`src/rtl/cpu_bus_byte_responder_if.sv`:
```
// CPU request/ready bus carrying one 32-bit word transaction at a time.
interface cpu_bus_byte_responder_if;
  logic        i_request;
  logic        i_rw;
  logic [31:0] i_address;
  logic [31:0] i_wdata;
  logic [31:0] o_rdata;
  logic        o_ready;

  modport master (
    output i_request, i_rw, i_address, i_wdata,
    input  o_rdata, o_ready
  );

  modport slave (
    input  i_request, i_rw, i_address, i_wdata,
    output o_rdata, o_ready
  );
endinterface

```
`src/rtl/cpu_bus_byte_responder.sv`:
```
// Serves 32-bit CPU bus reads/writes as four little-endian byte accesses
// on an 8-bit synchronous memory port with a fixed read latency.
module cpu_bus_byte_responder #(
  parameter int unsigned ADDR_WIDTH = 16,
  parameter int unsigned LATENCY    = 1
) (
  input  logic                  i_clock,
  input  logic                  i_reset,
  cpu_bus_byte_responder_if.slave bus,
  output logic [ADDR_WIDTH-1:0] o_mem_address,
  output logic                  o_mem_re,
  output logic                  o_mem_we,
  output logic [7:0]            o_mem_wdata,
  input  logic [7:0]            i_mem_rdata
);

  typedef enum logic [2:0] {
    IDLE,
    ISSUE,
    WAIT,
    DONE,
    HOLD
  } state_t;

  state_t                state_q, state_d;
  logic [ADDR_WIDTH-3:0] addr_q;
  logic                  rw_q;
  logic [31:0]           wdata_q;
  logic [1:0]            k_q;
  logic [3:0]            cnt_q;
  logic [23:0]           rbuf_q;
  logic [31:0]           rdata_q;

  assign o_mem_address = {addr_q, k_q};
  assign o_mem_wdata   = wdata_q[{k_q, 3'b000} +: 8];
  assign bus.o_rdata   = rdata_q;
  assign bus.o_ready   = (state_q == DONE);

  always_comb begin
    state_d  = state_q;
    o_mem_re = 1'b0;
    o_mem_we = 1'b0;
    case (state_q)
      IDLE: if (bus.i_request) state_d = ISSUE;
      ISSUE: begin
        if (rw_q) begin
          o_mem_we = 1'b1;
          if (k_q == 2'd3) state_d = DONE;
        end else begin
          o_mem_re = 1'b1;
          state_d  = WAIT;
        end
      end
      WAIT: if (cnt_q <= 4'd1) state_d = (k_q == 2'd3) ? DONE : ISSUE;
      DONE: state_d = HOLD;
      HOLD: if (!bus.i_request) state_d = IDLE;
      default: state_d = IDLE;
    endcase
  end

  always_ff @(posedge i_clock) begin
    if (i_reset) begin
      state_q <= IDLE;
      addr_q  <= '0;
      rw_q    <= 1'b0;
      wdata_q <= '0;
      k_q     <= '0;
      cnt_q   <= '0;
      rbuf_q  <= '0;
      rdata_q <= '0;
    end else begin
      state_q <= state_d;
      case (state_q)
        IDLE: begin
          if (bus.i_request) begin
            addr_q  <= bus.i_address[ADDR_WIDTH-1:2];
            rw_q    <= bus.i_rw;
            wdata_q <= bus.i_wdata;
            k_q     <= '0;
          end
        end
        ISSUE: begin
          if (rw_q) begin
            if (k_q != 2'd3) k_q <= k_q + 2'd1;
          end else begin
            cnt_q <= 4'(LATENCY);
          end
        end
        WAIT: begin
          cnt_q <= cnt_q - 4'd1;
          if (cnt_q <= 4'd1) begin
            // Bytes 0..2 collect in a shadow so o_rdata only changes when a read completes.
            if (k_q == 2'd3) begin
              rdata_q <= {i_mem_rdata, rbuf_q};
            end else begin
              rbuf_q[{k_q, 3'b000} +: 8] <= i_mem_rdata;
              k_q                        <= k_q + 2'd1;
            end
          end
        end
        default: ;
      endcase
    end
  end

endmodule

```
`src/flat_wrapper.sv`:
```
// flat-port wrapper written by rule: the top's interface ports become plain ports
module cpu_bus_byte_responder_flat 
#(
  parameter int unsigned ADDR_WIDTH = 16,
  parameter int unsigned LATENCY    = 1
)
  (i_clock, i_reset, o_mem_address, o_mem_re, o_mem_we, o_mem_wdata, i_mem_rdata, bus_i_request, bus_i_rw, bus_i_address, bus_i_wdata, bus_o_rdata, bus_o_ready);
  cpu_bus_byte_responder_if bus_i ();
  input  logic i_clock;
  input  logic i_reset;
  output logic [ADDR_WIDTH-1:0] o_mem_address;
  output logic o_mem_re;
  output logic o_mem_we;
  output logic [7:0] o_mem_wdata;
  input  logic [7:0] i_mem_rdata;
  input wire logic [$bits(bus_i.i_request)-1:0] bus_i_request;
  input wire logic [$bits(bus_i.i_rw)-1:0] bus_i_rw;
  input wire logic [$bits(bus_i.i_address)-1:0] bus_i_address;
  input wire logic [$bits(bus_i.i_wdata)-1:0] bus_i_wdata;
  output wire logic [$bits(bus_i.o_rdata)-1:0] bus_o_rdata;
  output wire logic [$bits(bus_i.o_ready)-1:0] bus_o_ready;
  assign bus_i.i_request = bus_i_request;
  assign bus_i.i_rw = bus_i_rw;
  assign bus_i.i_address = bus_i_address;
  assign bus_i.i_wdata = bus_i_wdata;
  assign bus_o_rdata = bus_i.o_rdata;
  assign bus_o_ready = bus_i.o_ready;
  cpu_bus_byte_responder #(.ADDR_WIDTH(ADDR_WIDTH), .LATENCY(LATENCY)) u_core (.i_clock(i_clock), .i_reset(i_reset), .bus(bus_i), .o_mem_address(o_mem_address), .o_mem_re(o_mem_re), .o_mem_we(o_mem_we), .o_mem_wdata(o_mem_wdata), .i_mem_rdata(i_mem_rdata));
endmodule
```
`config.mk`:
```
export PLATFORM = sky130hd
export DESIGN_NAME = cpu_bus_byte_responder_flat
export DESIGN_NICKNAME = d
export VERILOG_FILES = /design/src/rtl/cpu_bus_byte_responder_if.sv /design/src/rtl/cpu_bus_byte_responder.sv /design/src/flat_wrapper.sv
export SDC_FILE = /design/constraint.sdc
export NUM_CORES = 1
export LEC_CHECK = 0
export BUFFER_PORTS_ARGS = -buffer_cell sky130_fd_sc_hd__buf_2
export CORE_MARGIN = 3
export CORE_UTILIZATION = 51
export DETAILED_ROUTE_END_ITERATION = 10
export GPL_TIMING_DRIVEN = 0
export PLACE_DENSITY_LB_ADDON = 0.3
export SETUP_SLACK_MARGIN = 0.15
export SYNTH_ARGS = -nofsm -noshare
export SYNTH_HDL_FRONTEND = slang
export SYNTH_SLANG_ARGS = --single-unit
```
`constraint.sdc`:
```
create_clock -name i_clock -period 2.5 [get_ports i_clock]
set_clock_uncertainty 0.2 [all_clocks]
set_input_delay 0.5 -clock i_clock [delete_from_list [all_inputs] [get_ports i_clock]]
set_output_delay 0.5 -clock i_clock [all_outputs]
set_load 0.05 [all_outputs]
```
==> results by group <==
Clock tree
  – CTS Hold Bufs: 0
  – Clk sinks: 112
  – Clock root buffer: clkbuf_8
  – Latest clock arrival within the worst-skew pair: 370 ps
  – CTS max path bufs: 2
  – Clock transition at path regs: 110 ps
  – Inserted Clock Buffers: 9
  – CTS tree: done
  – H-tree depth: 3

Yosys
  – Seq/Total Area, Yosys: 49.79%
  – Synth cell types: 39
  – Post-Syn Instances: 526
  – Async S/R FF share, synth: 0%
  – Post-synth EDFFs: 0
  – Mapped Area: 0.004503 mm2
  – Yosys reg bits: 112
  – Top FF cell, synth: dfxtp_1
  – Syn_nets: 609
  – Avg Cell Area, Syn: 8.561 um2
  – Ys Warns: 0

Floorplan
  – Initial Utilization: 53.72%
  – Full die area: 0.009993 mm2
  – Die Wd: 99.97 um
  – I/O pin cnt: 135
  – Die Ht: 99.97 um
  – CORE AREA: 0.008382 mm2
  – Site Rows: 33

STA
  – Final Cycle Share: 91.98%
  – Rel. slew slack: 58.29%
  – Fin crit period: 2300 ps
  – Fin. Hold Viols: 0
  – Final max-slew violation count: 0
  – Max Fclk: 0.4349 GHz
  – Final Setup Violations: 0
  – RSZ-0062 raised after global routing: yes
  – Worst slew pin tran: 609.8 ps

Setup path
  – Crit Path Max Fanout: 10
  – Setup CP Type: reg2out
  – Worst setup path end: o_mem_wdata[7]
  – Reg2reg setup slack: 280 ps
  – CP startpoint: u_core.k_q[0]
  – Reg2reg end: u_core.bus.o_rdata[19]
  – Worst EP required: 1800 ps
  – Worst Setup Start Kind: flop
  – Reg-to-reg critical path startpoint: u_core.cnt_q[0]
  – R2r worst-path depth: 7
  – Critical Path AT: 1600 ps
  – CP endpoint kind: output pin

Min path
  – Worst min path class: in2reg
  – Hold Crit Start: bus_i_wdata[8]

Route
  – Drt via density: 5.230
  – Pre-antenna DRT Iters: 4
  – Via count: 4006
  – Remaining antenna violation count after routing: 0
  – DRC viols: 0
  – Initial DRC Count: 123
  – Routed WL per cell: 14.63 um
  – Final wirelength: 11210 um

Power
  – Leak: 0.002432 uW
  – Power Total: 3587 uW
  – Power per cell area: 650.2 mW/mm2
  – Worst vdd ir: 0.3403 mV

Placed design
  – Gpl congestion: 0.8481
  – DP HPWL: 8222 um
  – Port bufs: 115

Layout
  – Final #Nets: 740
  – Commonest non-fill, non-tap cell in the layout: nand2_1
  – Area occupied by multi-input gates: 0.002143 mm2
  – N_diodes: 0
  – Commonest cells after routing, fill and taps aside: 184 x nand2_1, 118 x buf_2, 110 x dfxtp_1
  – Fill count: 722
  – Final Util: 65.83%
  – Register Area: 0.002247 mm2
  – Syn-to-layout area delta: 22.53%
  – Proportion of layout cells with a drive suffix above 1: 26.02%

Global route
  – Gr ovfl total: 0
  – First-pass GRT wire length: 18020 um
  – Number of global-route vias before repair: 3921
  – All-Layer GR Usage: 22.36%
  – Largest net degree at the start of global routing: 19
  – Initial antenna violation count: 0

Run status
  – Status: complete, no violations

Job
  – Max-cap check violation count: 0
==> worst min-delay path by stage <==
stage	to	slack, ps	cells past startpoint
floorplan	u_core.bus.o_rdata[0]	230	2
global route	u_core.wdata_q[16]	150	3
finish	u_core.wdata_q[8]	160	3
detailed placement	u_core.addr_q[7]	240	2
CTS	u_core.addr_q[4]	140	3
global placement	u_core.addr_q[11]	240	2
==> cell families (layout without fill, tap and decap cells) <==
logic type,count (synthesis),count (layout),share of synthesized area [%]
compound gates,92,92,10.84
xor+xnor,2,2,0.3891
fa+ha+maj,7,7,1.945
buf+inv,39,174,3.612
flops,112,112,49.79
mux,33,33,9.586
simple gates,241,241,23.84
==> metrics by stage <==
stage	instance area [um2]	TNS (ps)	worst slack, ps	hold slack [ps]	instances
6_report	5518	0	200.4	156.8	766
5_1_grt	5518	0	117.9	146.6	766
3_3_place_gp	5231	-163.0	-32.15	239.1	746
4_1_cts	5456	0	166.1	142.3	762
3_5_place_dp	5231	-2736	-144.7	243.3	746
2_1_floorplan	4524	0	220.6	232.4	526
==> final cells by class <==
cell class / instances / share of cell area [%]
multi-input cells: 375 / 38.84
well taps: 105 / 2.381
repair buffers: 120 / 11.68
clock buffers: 9 / 2.245
clock inverters: 6 / 0.8390
plain buffers: 33 / 2.880
flip-flops and latches: 112 / 40.73
inverters: 6 / 0.4082
==> critical path, cell delays in order (launching register included) <==
cell,delay (ps)
dfxtp_4,380
buf_12,140
mux4_2,510
buf_4,200
==> power by group <==
group	total [uW]	internal (uW)	switching, uW
clock network	980	365	615
logic	677	252	425
registers	1930	1870	57.9
==> cells in the mapped netlist, types with 2 or more instances <==
master,count,share of area (%)
nand2_2,3,0.42
and3_1,3,0.42
mux4_2,8,4.0
nand2_1,184,15
clkbuf_1,22,1.8
a21oi_1,82,9.1
nor2_1,7,0.58
dfxtp_1,112,50
o21ai_0,3,0.33
buf_2,10,1.1
inv_1,6,0.50
nor3b_1,2,0.33
mux2i_1,24,5.3
ha_1,7,1.9
nand2b_1,26,3.6
nor2b_1,2,0.28
nor4b_1,3,0.58
==> state kept, by name, summed over array words and instances, names as in the netlist <==
name / flops
u_core.addr_q: 14
u_core.bus.o_rdata: 32
u_core.cnt_q: 4
u_core.k_q: 2
u_core.rbuf_q: 24
u_core.rw_q: 1
u_core.state_q: 3
u_core.wdata_q: 32
==> routing by layer <==
| metal | GRT usage [%] | vias up | part of all wire, % |
|---|---|---|---|
| met5 | 0 | - | 0 |
| met4 | 6.408 | 0 | 1.5 |
| met1 | 28.75 | 1894 | 43 |
| met3 | 5.212 | 15 | 5.6 |
| li1 | - | 1991 | - |
| met2 | 37.66 | 106 | 50 |
==> timing repair <==
item                       4_1_cts  5_1_grt
setup endpoints to repair       32       44
gates resized for setup         10       24
pin swaps                        0        1
setup buffers                    1        4
Power figures use the tool's default switching activity.
